## src/rtl/texv_stepper.sv

```systemverilog
// Texture v stepper for one wall column: step = 2^(5+FRAC)/size by serial divide, start offset by serial multiply.
// Build option TEXV_SAT_EN: accumulator saturates at all-ones instead of wrapping.
module texv_stepper #(
    parameter int H_VIEW = 640,
    parameter int SIZE_W = 11,
    parameter int FRAC   = 12
) (
    input  logic              clk,
    input  logic              reset_n,
    input  logic              load,
    input  logic [SIZE_W-1:0] size,
    input  logic [9:0]        hpos,
    output logic              busy,
    output logic              ready,
    output logic [5:0]        texv
);
    // state | meaning
    // IDLE  | no line configured since reset
    // DIV   | restoring divide, one quotient bit per clk
    // MUL   | shift-add multiply of (size-HALF) by step
    // RUN   | step valid, accumulating across the span
    localparam int QW   = 6 + FRAC;
    localparam int HALF = H_VIEW / 2;
    localparam int CW   = $clog2((QW > SIZE_W) ? QW : SIZE_W);

    localparam logic [1:0] IDLE = 2'd0;
    localparam logic [1:0] DIV  = 2'd1;
    localparam logic [1:0] MUL  = 2'd2;
    localparam logic [1:0] RUN  = 2'd3;

    localparam logic [SIZE_W:0] HALF_X   = HALF[SIZE_W:0];
    localparam logic [CW-1:0]   DIV_LAST = CW'(QW - 1);
    localparam logic [CW-1:0]   MUL_LAST = CW'(SIZE_W - 1);

    logic [1:0]        state;
    logic [CW-1:0]     cnt;
    logic [SIZE_W-1:0] size_r;
    logic [SIZE_W-1:0] rem;
    logic [QW-1:0]     step;
    logic [QW-1:0]     acc;
    logic [QW-1:0]     mcand;
    logic [SIZE_W-1:0] mplier;

    logic [SIZE_W:0]   size_x;
    logic [SIZE_W:0]   hpos_x;
    logic [SIZE_W:0]   span_start;
    logic [SIZE_W:0]   span_end;
    logic [SIZE_W:0]   trial;
    logic              size_gt_half;
    logic              in_span;
    logic              q_bit;
    logic [SIZE_W-1:0] rem_next;
    logic [SIZE_W-1:0] mul_m;
    logic [QW-1:0]     q_next;
    logic [QW-1:0]     mul_sum;
    logic [QW-1:0]     acc_step;

    always_comb begin
        size_x       = {1'b0, size_r};
        hpos_x       = {{(SIZE_W-9){1'b0}}, hpos};
        size_gt_half = size_x > HALF_X;
        span_start   = size_gt_half ? '0 : HALF_X - size_x;
        span_end     = HALF_X + size_x;
        in_span      = (state == RUN) && (hpos_x >= span_start) && (hpos_x <= span_end);
        // step doubles as the dividend/quotient shift register during DIV
        trial        = {rem, step[QW-1]};
        q_bit        = trial >= size_x;
        rem_next     = q_bit ? SIZE_W'(trial - size_x) : trial[SIZE_W-1:0];
        q_next       = {step[QW-2:0], q_bit};
        mul_m        = SIZE_W'(size_x - HALF_X);
        mul_sum      = acc + (mplier[0] ? mcand : '0);
    end

`ifdef TEXV_SAT_EN
    logic [QW:0] acc_wide;
    always_comb begin
        acc_wide = {1'b0, acc} + {1'b0, step};
        acc_step = acc_wide[QW] ? '1 : acc_wide[QW-1:0];
    end
`else
    assign acc_step = acc + step;
`endif

    always_ff @(posedge clk or negedge reset_n) begin
        if (!reset_n) begin
            state  <= IDLE;
            cnt    <= '0;
            size_r <= '0;
            rem    <= '0;
            step   <= '0;
            acc    <= '0;
            mcand  <= '0;
            mplier <= '0;
        end else if (load) begin
            state  <= DIV;
            cnt    <= DIV_LAST;
            size_r <= size;
            rem    <= '0;
            step   <= {1'b1, {(QW-1){1'b0}}};
        end else begin
            case (state)
                DIV: begin
                    step <= q_next;
                    rem  <= rem_next;
                    cnt  <= cnt - CW'(1);
                    if (cnt == '0) begin
                        state  <= MUL;
                        cnt    <= MUL_LAST;
                        step   <= (size_r == '0) ? '1 : q_next;
                        mcand  <= (size_r == '0) ? '1 : q_next;
                        mplier <= size_gt_half ? mul_m : '0;
                        acc    <= '0;
                    end
                end
                MUL: begin
                    acc    <= mul_sum;
                    mcand  <= {mcand[QW-2:0], 1'b0};
                    mplier <= mplier >> 1;
                    cnt    <= cnt - CW'(1);
                    if (cnt == '0)
                        state <= RUN;
                end
                RUN: begin
                    if (in_span)
                        acc <= acc_step;
                end
                default: ;
            endcase
        end
    end

    assign busy  = (state == DIV) || (state == MUL);
    assign ready = (state == RUN);
    assign texv  = in_span ? acc[QW-1:FRAC] : '0;

endmodule
```

## config.mk

```make
export PLATFORM = sky130hd
export DESIGN_NAME = texv_stepper
export DESIGN_NICKNAME = d
export VERILOG_FILES = /design/src/rtl/texv_stepper.sv
export SDC_FILE = /design/constraint.sdc
export NUM_CORES = 1
export LEC_CHECK = 0
export CAP_MARGIN = 0
export CELL_PAD_IN_SITES_DETAIL_PLACEMENT = 0
export CELL_PAD_IN_SITES_GLOBAL_PLACEMENT = 1
export CORE_MARGIN = 4
export CORE_UTILIZATION = 43
export DETAILED_ROUTE_END_ITERATION = 10
export HOLD_SLACK_MARGIN = 0.03
export PLACE_DENSITY_LB_ADDON = 0.05
export RECOVER_POWER = 25
export SETUP_SLACK_MARGIN = 0.05
export SKIP_LAST_GASP = 1
export SLEW_MARGIN = 20
export SYNTH_ARGS = -nofsm -noshare
export SYNTH_HDL_FRONTEND = slang
export SYNTH_SLANG_ARGS = --single-unit
```

## constraint.sdc

```tcl
create_clock -name clk -period 3.73 [get_ports clk]
set_input_delay 0.5595 -clock clk [delete_from_list [all_inputs] [get_ports clk]]
set_output_delay 0.5595 -clock clk [all_outputs]
set_load 0.005 [all_outputs]
```

==> results of run 1 <==
-- synth_stat cells (all sizes together) (11+ instances only) --
library cell / number
clkbuf: 30
xnor2: 17
a211oi: 13
o21ai: 65
a21oi: 48
nor2: 89
a22o: 19
buf: 12
dfrtp: 94
nor3: 19
ha: 58
nor2b: 11
inv: 33
nand2: 91
o221a: 16
o21a: 12
-- critical path, delay by kind of cell, from the launching register on --
kind,cells,cell delay [ps]
buffers and inverters,7,820
flip-flops,1,350
adder cells (fa/ha/maj),2,590
AND/OR/NAND/NOR,3,350
AO/OA/AOI/OAI,3,710
-- sequential cells by signal, summed over array words and instances, names as in the netlist --
signal  cells
state       2
acc        18
size_r     11
rem        11
mcand      18
cnt         5
mplier     11
step       18
-- stage by stage --
| stage | area (um2) | power, mW | instances | setup TNS (ps) |
|---|---|---|---|---|
| final | 7770 | 4.04 | 1006 | 0 |
| after global routing | 7770 | 4.38 | 1006 | -538 |
| after CTS | 7680 | 4.07 | 1005 | -184 |
| after detailed placement | 7340 | 3.14 | 985 | -1050 |
| after global placement | 7340 | 3.08 | 985 | -860 |
| after floorplan | 6610 | 2.66 | 761 | 0 |
-- area by class of cell --
type                       instances  area [um2]
multi-input combinational        593        4080
fill                            1393        7380
clock buffer                      11         253
timing repair buffer              82         691
inverter                          33         124
tap                              188         235
sequential                        94        2350
clock inverter                     5        33.8
-- routing by layer --
layer  vias up  track usage  routed length (um)
met4         0       0.0566                 209
met3        16       0.0363                 502
met1      2765        0.251                7650
li1       2874            -                   -
met5         -            0                   0
met2        97        0.354                8640
-- power by group through the flow --
| stage | clock network (mW) | registers (mW) | logic [mW] |
|---|---|---|---|
| 5_1_grt | 0.970 | 1.60 | 1.82 |
| 3_3_place_gp | 0 | 1.56 | 1.52 |
| 2_1_floorplan | 0 | 1.50 | 1.16 |
| 3_5_place_dp | 0 | 1.57 | 1.57 |
| 4_1_cts | 0.923 | 1.55 | 1.60 |
| 6_report | 0.892 | 1.55 | 1.60 |
-- final timing paths --
kind | from | endpoint | slack, ps | cells past startpoint
max | size_r[6]$_DFFE_PN0P_ | texv[1] | 4 | 15
min | mplier[2]$_DFFE_PN0P_ | mplier[2]$_DFFE_PN0P_ | 480 | 2
max reg2reg | state[0]$_DFFE_PN0P_ | acc[17]$_DFFE_PN0P_ | 250 | 13
min reg2reg | mplier[2]$_DFFE_PN0P_ | mplier[2]$_DFFE_PN0P_ | 480 | 2
max in group asynchronous | reset_n | step[14]$_DFFE_PN0P_ | 1900 | 2
min in group asynchronous | reset_n | acc[4]$_DFFE_PN0P_ | 720 | 1
-- kinds of logic (layout without fill, tap and decap cells) --
family / count (synthesis) / after routing / share of synthesized area
AOI/OAI and AO/OA: 244 / 245 / 0.264
muxes: 6 / 6 / 0.00909
and+or+nand+nor: 256 / 256 / 0.175
DFF: 94 / 94 / 0.356
buffers and inverters: 75 / 131 / 0.0456
adders and majority gates: 60 / 60 / 0.116
xor gates and xnor gates: 26 / 26 / 0.0345
-- repair_timing --
action                                  in CTS  in global routing
setup buffers                                3                  1
gates resized for setup                     36                 13
endpoints found under the setup margin       6                  7
cloned                                       1                  0
hold buffers                                 0                  0
pin swaps                                   12                 17
==> results.md, run 1 <==
* VDD IR-drop max at 0.000278 V
* PnR worst setup slack at 4.17 ps
* Worst setup EP type: primary output
* Synth top area share at 0.356
* Post-synthesis cell area at 6610 um2
* Initial detailed-routing violation count at 251
* Net Sw Frac at 0.380
* Detailed placer's ending HPWL at 12.4 mm
* TritonCTS clock tree: done
* Final Hold Vio Count at 0
* Die W at 132 um
* Die area at 17400 um2
* CP max FO at 7
* Cell count after synthesis at 761
* Seq pwr share at 0.384
* Comb power frac at 0.395
* Syn-to-layout area delta at 17.6%
* Post-synth net total at 845
* Initial core utilization at 0.436
* Status: finished, violations left
* Share of layout cells above drive strength 1 at 0.147
* Input/output buffers at 31
* Max-Cap Viols at 1
* Sequential share of the synthesized area at 0.356
* Type of origin of the critical path: flop
* Gr ovfl total at 0
* Leading cell type in the layout, fill and taps excluded: dfrtp_1
* Pre-CTS setup slack at -181 ps
* Clock tree root buffer cell: clkbuf_16
* Worst-Margin Slew at 1850 ps
* Most frequent cells in the layout: 94 x dfrtp_1, 89 x nand2_1, 87 x nor2_1
* Tmin final at 3730 ps
* F_max at 0.268 GHz
* Diodes inserted at 0
* Nets at 897
* RePlAce Congestion at 0.831
* Die Y at 132 um
* Min-Delay Path Class: flop to flop
* CP most frequent cell: buf_6
* Max-slew headroom at -0.234
* Fin util at 0.513
* Top_reg_cell synth: dfrtp_1
* Number of enable flip-flop cells after synthesis at 0
* Clk_lat worst skew at 340 ps
* Top cell type by total area after synthesis: dfrtp_1
* Post-DR vias/cell at 5.72
* CTS max path bufs at 2
* YS warnings at 0
* Critical-path cell list: buf_4 > inv_1 > ha_4 > inv_1 > ha_1 > nand4_1 > buf_4 > a21o_1 > a311o_1 > o2111ai_4 > nor2_2 > buf_6 > buf_6 > and2_4 > buf_6
* Gr usage total at 0.200
* Routed len/inst at 16.9 um
* Core area at 15100 um2
* Synth cell types at 67
* RSZ-0062 raised after global routing: yes
* Avg Cell Area, Syn at 8.68 um2
* CP required at 3170 ps
* Slowest CP cell: a311o_1
* Fin Hold WS at 484 ps
* Top cells by area, synth: dfrtp_1 36%, ha_1 11%, nand2_1 5.2%
* Maximum number of pins on one net before global-route repair at 71
* Via count at 5752
* Number of global-route vias before repair at 5853
* Reg clk slew, reported paths at 70 ps
* Clock sinks at 94
* Max incr delay on CP at 400 ps
* Routed wire length at 17.0 mm
* Drt drc at 0
* First-pass iteration count of the detailed router at 4
* Arr. time, crit path at 3170 ps
* H-tree depth at 3
* Sw Pwr at 1.54 mW
* Share of flip-flops with an asynchronous set or reset at 1.00
* Cell Int Power at 2.50 mW
* Class of the most critical setup path: flop to primary output
* Post-route ant nets at 0
* Slew Limit Fails at 71
* Initial antenna violation count at 0
* Flops & latches, synth at 94
* Failing checks: capacitance limit, slew limit
* Rows at 45
* Leakage at 3.55 nW
* PD cells at 520 nW/um2
* Clk_skew at 6.37 ps
* Io pins at 32
* Count of final setup violators at 0
* Total CTS buffers at 9
* Global-route wire length before repair at 28.9 mm
* Clock network fraction of design power at 0.221
* Final worst path period share at 0.999
Power figures use the tool's default switching activity.
==> inputs of run 2 (changes only) <==
--- a/config.mk
+++ b/config.mk
@@ -10,7 +10,9 @@
 export CELL_PAD_IN_SITES_GLOBAL_PLACEMENT = 1
 export CORE_MARGIN = 4
 export CORE_UTILIZATION = 43
+export CTS_CLUSTER_SIZE = 8
 export DETAILED_ROUTE_END_ITERATION = 10
+export GPL_ROUTABILITY_DRIVEN = 1
 export HOLD_SLACK_MARGIN = 0.03
 export PLACE_DENSITY_LB_ADDON = 0.05
 export RECOVER_POWER = 25
==> results of run 2 <==
Final layout, timing and power as in run 1 (identical DEF).
